==> src/rtl/id_ex_pkg.sv <==
// id_ex_pkg
// Shared definitions for the ID->EX pipeline stage:
//   - default field widths of the decode-to-execute payload
//   - payload_w(): total payload width for a given set of field widths
//   - id_ex_payload_t: packed payload at the default widths
//   - *_CTRL_NOP: all-zero control groups (a NOP / bubble)
package id_ex_pkg;

  localparam int DATA_W_DEF     = 64;
  localparam int REG_A_W_DEF    = 5;
  localparam int EX_CTRL_W_DEF  = 6;
  localparam int MEM_CTRL_W_DEF = 4;
  localparam int WB_CTRL_W_DEF  = 2;
  localparam int IMM_W_DEF      = 12;

  function automatic int payload_w(input int data_w, input int reg_a_w,
                                   input int ex_w, input int mem_w,
                                   input int wb_w, input int imm_w);
    return 2 * data_w + 2 * reg_a_w + ex_w + mem_w + wb_w + imm_w;
  endfunction

  // 162 bits at the default widths
  localparam int PAYLOAD_W = payload_w(DATA_W_DEF, REG_A_W_DEF, EX_CTRL_W_DEF,
                                       MEM_CTRL_W_DEF, WB_CTRL_W_DEF, IMM_W_DEF);

  typedef struct packed {
    logic [DATA_W_DEF-1:0]     r1;
    logic [DATA_W_DEF-1:0]     r2;
    logic [REG_A_W_DEF-1:0]    wreg;
    logic [REG_A_W_DEF-1:0]    rs2;
    logic [EX_CTRL_W_DEF-1:0]  ex_ctrl;
    logic [MEM_CTRL_W_DEF-1:0] mem_ctrl;
    logic [WB_CTRL_W_DEF-1:0]  wb_ctrl;
    logic [IMM_W_DEF-1:0]      imm;
  } id_ex_payload_t;

  localparam logic [EX_CTRL_W_DEF-1:0]  EX_CTRL_NOP  = '0;
  localparam logic [MEM_CTRL_W_DEF-1:0] MEM_CTRL_NOP = '0;
  localparam logic [WB_CTRL_W_DEF-1:0]  WB_CTRL_NOP  = '0;

endpackage

==> src/rtl/id_ex_pipe_stage_skid.sv <==
// pipe_skid_reg
// Generic WIDTH-bit valid/ready pipeline register with a one-entry skid
// buffer. in_ready_o comes straight from a flop (!skid_valid). Entries leave
// in strict FIFO order (skid entry before any new input).
// Ports:
//   clk_i, rst_ni            clock, async active-low reset
//   in_valid_i/in_ready_o    upstream handshake, in_data_i payload
//   stall_i                  blocks draining (behaves like out_ready_i=0)
//   flush_i                  kills both entries; bits in CLR_MASK of the main
//                            register are zeroed, the rest hold
//   out_valid_o/out_ready_i  downstream handshake, out_data_o payload
module pipe_skid_reg #(
  parameter int               WIDTH    = 8,
  parameter logic [WIDTH-1:0] CLR_MASK = '0
) (
  input  logic             clk_i,
  input  logic             rst_ni,
  input  logic             in_valid_i,
  output logic             in_ready_o,
  input  logic [WIDTH-1:0] in_data_i,
  input  logic             stall_i,
  input  logic             flush_i,
  output logic             out_valid_o,
  input  logic             out_ready_i,
  output logic [WIDTH-1:0] out_data_o
);

  logic             main_valid_q, main_valid_d;
  logic             skid_valid_q, skid_valid_d;
  logic [WIDTH-1:0] main_data_q, main_data_d;
  logic [WIDTH-1:0] skid_data_q, skid_data_d;
  logic             acc, drn;

  assign in_ready_o  = ~skid_valid_q;
  assign out_valid_o = main_valid_q;
  assign out_data_o  = main_data_q;

  assign acc = in_valid_i & ~skid_valid_q;
  assign drn = main_valid_q & out_ready_i & ~stall_i;

  always_comb begin
    main_valid_d = main_valid_q;
    skid_valid_d = skid_valid_q;
    main_data_d  = main_data_q;
    skid_data_d  = skid_data_q;
    if (flush_i) begin
      // flush wins over stall, drain and a same-cycle accept
      main_valid_d = 1'b0;
      skid_valid_d = 1'b0;
      main_data_d  = main_data_q & ~CLR_MASK;
    end else if (!main_valid_q || drn) begin
      if (skid_valid_q) begin
        // acc is 0 here since in_ready is low while skid is full
        main_data_d  = skid_data_q;
        main_valid_d = 1'b1;
        skid_valid_d = 1'b0;
      end else if (acc) begin
        main_data_d  = in_data_i;
        main_valid_d = 1'b1;
      end else begin
        main_valid_d = 1'b0;
      end
    end else if (acc) begin
      skid_data_d  = in_data_i;
      skid_valid_d = 1'b1;
    end
  end

  always_ff @(posedge clk_i or negedge rst_ni) begin
    if (!rst_ni) begin
      main_valid_q <= 1'b0;
      skid_valid_q <= 1'b0;
      main_data_q  <= '0;
      skid_data_q  <= '0;
    end else begin
      main_valid_q <= main_valid_d;
      skid_valid_q <= skid_valid_d;
      main_data_q  <= main_data_d;
      skid_data_q  <= skid_data_d;
    end
  end

endmodule

==> src/rtl/id_ex_pipe_stage.sv <==
// id_ex_pipe_stage
// ID->EX valid/ready pipeline stage with stall hold, flush-to-bubble and a
// one-entry skid buffer. Packs the decode payload into pipe_skid_reg and
// gates the control groups to zero whenever no live instruction is held,
// so a consumer ignoring out_valid_o still sees a NOP.
// Ports:
//   clk_i, rst_ni                   clock, async active-low reset
//   in_valid_i/in_ready_o           decode handshake
//   in_r1_i, in_r2_i                operands (DATA_W)
//   in_wreg_i, in_rs2_i             dest / rs2 address (REG_A_W)
//   in_ex/mem/wb_ctrl_i, in_imm_i   control groups and immediate
//   stall_i, flush_i                hazard hold / kill
//   out_valid_o/out_ready_i         execute handshake
//   out_*_o                         registered payload (ctrl gated)
module id_ex_pipe_stage
  import id_ex_pkg::*;
#(
  parameter int DATA_W     = DATA_W_DEF,
  parameter int REG_A_W    = REG_A_W_DEF,
  parameter int EX_CTRL_W  = EX_CTRL_W_DEF,
  parameter int MEM_CTRL_W = MEM_CTRL_W_DEF,
  parameter int WB_CTRL_W  = WB_CTRL_W_DEF,
  parameter int IMM_W      = IMM_W_DEF
) (
  input  logic                  clk_i,
  input  logic                  rst_ni,
  input  logic                  in_valid_i,
  output logic                  in_ready_o,
  input  logic [DATA_W-1:0]     in_r1_i,
  input  logic [DATA_W-1:0]     in_r2_i,
  input  logic [REG_A_W-1:0]    in_wreg_i,
  input  logic [REG_A_W-1:0]    in_rs2_i,
  input  logic [EX_CTRL_W-1:0]  in_ex_ctrl_i,
  input  logic [MEM_CTRL_W-1:0] in_mem_ctrl_i,
  input  logic [WB_CTRL_W-1:0]  in_wb_ctrl_i,
  input  logic [IMM_W-1:0]      in_imm_i,
  input  logic                  stall_i,
  input  logic                  flush_i,
  output logic                  out_valid_o,
  input  logic                  out_ready_i,
  output logic [DATA_W-1:0]     out_r1_o,
  output logic [DATA_W-1:0]     out_r2_o,
  output logic [REG_A_W-1:0]    out_wreg_o,
  output logic [REG_A_W-1:0]    out_rs2_o,
  output logic [EX_CTRL_W-1:0]  out_ex_ctrl_o,
  output logic [MEM_CTRL_W-1:0] out_mem_ctrl_o,
  output logic [WB_CTRL_W-1:0]  out_wb_ctrl_o,
  output logic [IMM_W-1:0]      out_imm_o
);

  localparam int PW = payload_w(DATA_W, REG_A_W, EX_CTRL_W, MEM_CTRL_W, WB_CTRL_W, IMM_W);

  typedef struct packed {
    logic [DATA_W-1:0]     r1;
    logic [DATA_W-1:0]     r2;
    logic [REG_A_W-1:0]    wreg;
    logic [REG_A_W-1:0]    rs2;
    logic [EX_CTRL_W-1:0]  ex_ctrl;
    logic [MEM_CTRL_W-1:0] mem_ctrl;
    logic [WB_CTRL_W-1:0]  wb_ctrl;
    logic [IMM_W-1:0]      imm;
  } payload_t;

  // only the control groups are scrubbed on flush; data may hold
  localparam payload_t CLR_FIELDS = '{
    r1: '0, r2: '0, wreg: '0, rs2: '0,
    ex_ctrl: '1, mem_ctrl: '1, wb_ctrl: '1, imm: '0
  };

  payload_t in_pl, out_pl;
  logic     main_valid;

  assign in_pl = '{
    r1: in_r1_i, r2: in_r2_i, wreg: in_wreg_i, rs2: in_rs2_i,
    ex_ctrl: in_ex_ctrl_i, mem_ctrl: in_mem_ctrl_i, wb_ctrl: in_wb_ctrl_i,
    imm: in_imm_i
  };

  pipe_skid_reg #(
    .WIDTH    (PW),
    .CLR_MASK (CLR_FIELDS)
  ) u_skid (
    .clk_i       (clk_i),
    .rst_ni      (rst_ni),
    .in_valid_i  (in_valid_i),
    .in_ready_o  (in_ready_o),
    .in_data_i   (in_pl),
    .stall_i     (stall_i),
    .flush_i     (flush_i),
    .out_valid_o (main_valid),
    .out_ready_i (out_ready_i),
    .out_data_o  (out_pl)
  );

  assign out_valid_o    = main_valid;
  assign out_r1_o       = out_pl.r1;
  assign out_r2_o       = out_pl.r2;
  assign out_wreg_o     = out_pl.wreg;
  assign out_rs2_o      = out_pl.rs2;
  assign out_imm_o      = out_pl.imm;
  assign out_ex_ctrl_o  = main_valid ? out_pl.ex_ctrl  : '0;
  assign out_mem_ctrl_o = main_valid ? out_pl.mem_ctrl : '0;
  assign out_wb_ctrl_o  = main_valid ? out_pl.wb_ctrl  : '0;

endmodule

==> config.mk <==
export PLATFORM = sky130hd
export DESIGN_NAME = id_ex_pipe_stage
export DESIGN_NICKNAME = d
export VERILOG_FILES = /design/src/rtl/id_ex_pkg.sv /design/src/rtl/id_ex_pipe_stage_skid.sv /design/src/rtl/id_ex_pipe_stage.sv
export SDC_FILE = /design/constraint.sdc
export NUM_CORES = 1
export LEC_CHECK = 0
export CORE_UTILIZATION = 55
export DETAILED_ROUTE_END_ITERATION = 12
export PLACE_DENSITY = 0.86
export SLEW_MARGIN = 20
export SYNTH_ARGS = -nofsm -noshare
export SYNTH_HDL_FRONTEND = slang
export SYNTH_SLANG_ARGS = --single-unit
==> constraint.sdc <==
create_clock -name clk_i -period 2.5 [get_ports clk_i]
set_input_delay 0.75 -clock clk_i [delete_from_list [all_inputs] [get_ports clk_i]]
set_output_delay 0.75 -clock clk_i [all_outputs]
set_load 0.02 [all_outputs]
==> key figures, run 1 <==
Outcome
  – Status: finished clean

Routing
  – Via count: 8782
  – DRT antenna net count: 0
  – WL/cell: 20.2 µm
  – First drt pass iteration count: 4
  – Drt total wl: 33.0 mm
  – DRC: 0
  – Drt first-iter violations: 255
  – Vias per std cell: 5.36

Finish
  – Layout cells sized above 1: 0.369
  – Multi-input gate area: 0.00556 mm²
  – Sequential cell area: 0.00816 mm²
  – Layout filler cell count: 1686
  – Area Overhead vs Synth: 28.5%
  – Final nets: 1439
  – Final Util: 0.722
  – Final instance area: 0.0195 mm²
  – Diodes inserted: 0

STA
  – Minimum clock period: 2400 ps
  – Setup TNS: 0 ps
  – Tightest Pin Transition: 565 ps
  – Unrepaired setup endpoints after global routing: false
  – Max Slew Vio Count: 0
  – Final worst slack: 96.8 ps
  – Setup Viol. Count Final: 0
  – Max Freq: 416 MHz
  – Hold Vio Cnt, Final: 0
  – Crit share post-route: 0.961
  – Worst slew margin: 0.624
  – Clock skew: 10.1 ps
  – Hold Worst Slack: 189 ps

Synthesis
  – Area of the mapped netlist: 0.0152 mm²
  – Number of synthesized flops with an enable pin: 0
  – Post-synth top flop: dfrtp_1
  – Most common cell in the netlist: mux2_2
  – Post-synth top cells: mux2_2 (360), dfrtp_1 (326), buf_4 (170), mux2_1 (102), buf_2 (21)
  – Gate Count Post-Synth: 1052
  – Mean Syn Cell Area: 14.4 µm²
  – Post-synthesis sequential area ratio: 0.537
  – Synth top area cells: dfrtp_1 (54%), mux2_2 (27%), buf_4 (8.4%)
  – Post-Syn Nets: 1220
  – #FFs+latches synth: 326
  – Distinct cells, synth: 20
  – Post-synth top area share: 0.537
  – Yosys warning total: 0
  – Synth area leader: dfrtp_1
  – Asr flop ratio synth: 1.00

Critical path
  – CP max-delay cell: clkdlybuf4s50_1
  – Top delay family on crit path: buffers and inverters
  – Crit. End Element: output port
  – Worst endpoint required time: 1750 ps
  – CP max stage delay: 660 ps
  – Crit-path max FO: 14
  – Crit path cell chain: clkdlybuf4s50_1
  – Worst path arrival time: 1650 ps
  – R2R cell count: 4
  – Setup crit start kind: flip-flop
  – Critical Path Start: u_skid.out_valid_o
  – Buf/Inv on CP: 1
  – Crit Path Class: reg -> out
  – R2R Setup Slk: 460 ps
  – Reg-to-Reg End: u_skid.out_data_o[72]
  – Reg2Reg Launch Point: u_skid.skid_valid_q

Placed design
  – Detailed placer's ending HPWL: 22.3 mm
  – Placed inst area: 0.0182 mm²
  – Count of input and output buffers: 331
  – Gpl congestion: 0.769
  – Pre-CTS setup slack: -104 ps

Flow run
  – Max-cap viol count: 0

Power and ir drop
  – Total leakage power: 8.25 nW
  – Maximum VDD drop: 0.000702 V
  – PD cells: 909 mW/mm²

CTS
  – CTS buffer count: 36
  – H-tree Lvls: 2
  – Hold_buf cts: 0
  – Clock Latency Late Sink: 500 ps
  – Clock Tree Root: clkbuf_16
  – Clock transition at path regs: 60 ps
  – # clock sinks: 326
  – CTS tree: yes
  – CTS Buffer Depth: 3

Floorplan
  – Die ar.: 0.0283 mm²
  – I/O Pins: 332
  – Die H: 168 µm
  – Standard-cell row count: 60
  – Initial Utilization: 0.562
  – Core Area: 0.0270 mm²
  – Die Wd: 168 µm

GRT
  – First-pass GRT wire length: 52.4 mm
  – Total global routing overflow: 0
  – Vias in the first global route: 9695
  – Largest net degree at the start of global routing: 85
  – Initial antenna violation count: 0
  – Total Routing Usage GR: 0.235

Hold path
  – Hold WC Path Type: in -> async
[cell type report]
type                    count  share of cell area
inverters                  13             0.00250
flip-flops and latches    326               0.418
well taps                 341              0.0219
repair buffers            385               0.205
clock buffers              52              0.0554
multi-input cells         509               0.285
clock inverters            12              0.0120
[cell families after synthesis]
kind of cell    count (synthesis)  synth area share
mux                           474             0.350
flops                         326             0.537
buf+inv                       217            0.0983
simple gates                   20           0.00799
compound gates                 15           0.00667
[layer usage]
layer  part of all wire  GRT usage
met4              0.028     0.0783
met3              0.076     0.0677
met2               0.50      0.408
met1               0.40      0.279
met5                  0          0
[power by group]
| part | switching [mW] | internal (mW) | total (mW) | leakage (nW) |
|---|---|---|---|---|
| logic | 1.91 | 2.54 | 4.45 | 3.69 |
| registers | 0.781 | 6.76 | 7.54 | 3.91 |
| clock network | 2.04 | 3.72 | 5.76 | 0.652 |
[state kept, by name, indices dropped and copies added (netlist names)]
signal               cells
u_skid.out_data_o      162
u_skid.out_valid_o       1
u_skid.skid_data_q     162
u_skid.skid_valid_q      1
[stage by stage]
stage,cells,total power [mW]
2_1_floorplan,1052,10.6
3_3_place_gp,1573,11.8
3_5_place_dp,1573,12.0
4_1_cts,1638,17.9
5_1_grt,1638,18.5
6_report,1638,17.8
[what timing repair did]
| item | CTS | global route |
|---|---|---|
| endpoints found under the setup margin | 14 | 0 |
| gates resized for setup | 14 | 0 |
| setup buffers | 1 | 0 |
[worst max-delay path by stage]
stage / slack [ps] / endpoint / cells past startpoint
2_1_floorplan: 380 / u_skid.out_data_o[71] / 5
3_3_place_gp: -40 / u_skid.out_data_o[79] / 6
3_5_place_dp: -100 / u_skid.out_data_o[76] / 6
4_1_cts: 60 / out_valid_o / 1
5_1_grt: 20 / out_valid_o / 1
6_report: 100 / out_valid_o / 1
[placed cells by master (no fill, tap or decap), types with 2 or more instances in the layout]
cell and n:
mux2_1 102, clkinv_2 5, dlygate4sd2_1 13, inv_1 13
buf_4 30, dfrtp_1 324, o22ai_1 12, clkbuf_8 10
clkdlybuf4s50_1 317, buf_12 24, bufinv_16 7, mux2_2 360
mux2i_1 12, and2_1 12, clkbuf_16 37, clkbuf_1 5
nor2_1 2, nand2_1 2
Power figures use the tool's default switching activity.
==> run 2: changes to the inputs <==
--- a/config.mk
+++ b/config.mk
@@ -7,8 +7,10 @@
 export LEC_CHECK = 0
 export CORE_UTILIZATION = 55
 export DETAILED_ROUTE_END_ITERATION = 12
+export GPL_TIMING_DRIVEN = 0
 export PLACE_DENSITY = 0.86
 export SLEW_MARGIN = 20
 export SYNTH_ARGS = -nofsm -noshare
 export SYNTH_HDL_FRONTEND = slang
 export SYNTH_SLANG_ARGS = --single-unit
+export TNS_END_PERCENT = 10
==> key figures, run 2 (synthesis gave the netlist of run 1 again) <==
Outcome
  – Status: finished clean

STA
  – Unrepaired setup endpoints after global routing: false
  – Max Freq: 410 MHz
  – Worst slew margin: 0.570
  – Tightest Pin Transition: 644 ps
  – Crit share post-route: 0.975
  – Minimum clock period: 2440 ps
  – Clock skew: 12.6 ps
  – Max Slew Vio Count: 0
  – Final worst slack: 61.6 ps
  – Setup TNS: 0 ps
  – Hold Vio Cnt, Final: 0
  – Setup Viol. Count Final: 0

Critical path
  – CP max stage delay: 530 ps
  – Reg2Reg Launch Point: u_skid.skid_valid_q
  – Worst endpoint required time: 2870 ps
  – Top delay family on crit path: buffers and inverters
  – Setup crit start kind: primary input
  – Crit. End Element: flip-flop
  – Worst path arrival time: 2810 ps
  – Crit path cell chain: clkdlybuf4s50_1 -> nand2b_1 -> a211oi_4 -> buf_6 -> buf_4 -> mux2_2
  – R2R cell count: 5
  – Crit Path Class: in -> reg
  – Reg-to-Reg End: u_skid.out_data_o[109]
  – Crit-path max FO: 10
  – R2R Setup Slk: 330 ps
  – Critical Path Start: stall_i
  – Buf/Inv on CP: 3
  – CP max-delay cell: a211oi_4

Finish
  – Layout filler cell count: 1774
  – Area Overhead vs Synth: 32.2%
  – Layout cells sized above 1: 0.423
  – Final Non-Filler Cells: 1790
  – Final nets: 1591
  – Most common cell after layout, fill and taps aside: mux2_2
  – Most frequent cells in the layout: mux2_2 (360), dfrtp_1 (325), clkdlybuf4s50_1 (318)
  – Final instance area: 0.0201 mm²

GRT
  – Initial antenna violation count: 5
  – Total Routing Usage GR: 0.242
  – Total global routing overflow: 0
  – Vias in the first global route: 10.1k
  – Largest net degree at the start of global routing: 99
  – First-pass GRT wire length: 53.7 mm

CTS
  – Hold_buf cts: 0
  – CTS buffer count: 35
  – CTS Buffer Depth: 3
  – # clock sinks: 326
  – CTS tree: yes
  – H-tree Lvls: 2
  – Clock Latency Late Sink: 500 ps
  – Clock Tree Root: clkbuf_16
  – Clock transition at path regs: 50 ps

Floorplan
  – I/O Pins: 332
  – Initial Utilization: 0.562
  – Die H: 168 µm
  – Die ar.: 0.0283 mm²
  – Core Area: 0.0270 mm²
  – Die Wd: 168 µm
  – Standard-cell row count: 60

Routing
  – WL/cell: 18.9 µm
  – Drt total wl: 33.8 mm
  – DRT antenna net count: 0
  – Via count: 9268
  – Vias per std cell: 5.18
  – First drt pass iteration count: 4
  – DRC: 0
  – Drt first-iter violations: 382

Power and ir drop
  – Switch share: 0.273
  – Maximum VDD drop: 0.000642 V
  – Sequential power share: 0.427
  – PD cells: 873 mW/mm²
  – Switching component of the power: 4.78 mW
  – Total Power: 17.5 mW
  – Total leakage power: 8.71 nW
  – Internal power: 12.7 mW
  – Clock power frac: 0.275
  – Logic gate share of total power: 0.298

Placed design
  – Count of input and output buffers: 331
  – Detailed placer's ending HPWL: 23.8 mm
  – DP Cell Count: 1727
  – Placed inst area: 0.0190 mm²
  – Pre-CTS setup slack: -671 ps
  – Gpl congestion: 0.775

Flow run
  – Max-cap viol count: 0

Hold path
  – Hold WC Path Type: in -> async
run 2: cell types whose count changed in the layout (fill, tap and decap cells not counted), moves of 6 or more:
cell           change
dlygate4sd2_1      -9
clkbuf_8           -6
buf_2             +21
buf_12            -24
buf_4            +139
bufinv_16          -7
clkbuf_1          +19
run 2: cell type report:
| class | instances | area (µm²) | share of cell area |
|---|---|---|---|
| Clock inverter | 4 | 20.0 | 0.000997 |
| Multi-Input combinational cell | 509 | 5560 | 0.277 |
| Sequential cell | 326 | 8160 | 0.406 |
| Buffer | 204 | 1450 | 0.0723 |
| Inverter | 13 | 48.8 | 0.00243 |
| Timing Repair Buffer | 334 | 3370 | 0.168 |
| Tap cell | 341 | 427 | 0.0212 |
| Antenna cell | 4 | 10.0 | 0.000498 |
| Clock buffer | 55 | 1030 | 0.0515 |
run 2: per-layer routing:
| metal | GRT usage | part of all wire | vias up |
|---|---|---|---|
| li1 | - | - | 4279 |
| met1 | 0.294 | 0.40 | 4652 |
| met2 | 0.414 | 0.49 | 275 |
| met3 | 0.0698 | 0.074 | 60 |
| met4 | 0.0783 | 0.026 | 2 |
| met5 | 0 | 0.00038 | - |
run 2: what timing repair did:
| item | 4_1_cts | 5_1_grt |
|---|---|---|
| gates resized for setup | 14 | 17 |
| setup buffers | 0 | 0 |
| endpoints found under the hold margin | 0 | 0 |
| endpoints found under the setup margin | 112 | 113 |
| pin swaps | 1 | 0 |
run 2: power groups by stage:
stage	Combinational [mW]	Sequential, mW	Clock (mW)
6_report	5.22	7.49	4.82
5_1_grt	5.55	7.67	5.12
4_1_cts	5.28	7.48	4.93
3_5_place_dp	5.24	7.55	0
3_3_place_gp	5.10	7.47	0
2_1_floorplan	3.29	7.32	0
run 2: worst reg2reg max path, delay by kind of cell, from the launching register on:
| kind | cells | cell delay [ps] |
|---|---|---|
| DFF | 1 | 360 |
| muxes | 2 | 680 |
| buffers and inverters | 3 | 1010 |
run 2: how the worst max path moves through the flow:
stage / end / cells past startpoint
finish: u_skid.out_data_o[119] / 6
global route: out_ex_ctrl_o[3] / 3
CTS: out_ex_ctrl_o[0] / 3
detailed placement: u_skid.out_data_o[151] / 6
global placement: u_skid.out_data_o[35] / 1
floorplan: u_skid.out_data_o[71] / 5
run 2: per-stage QoR:
step,hold slack [ps],util
final,181,0.743
after global routing,206,0.743
after CTS,192,0.743
after detailed placement,475,0.704
after global placement,467,0.701
after floorplan,454,-
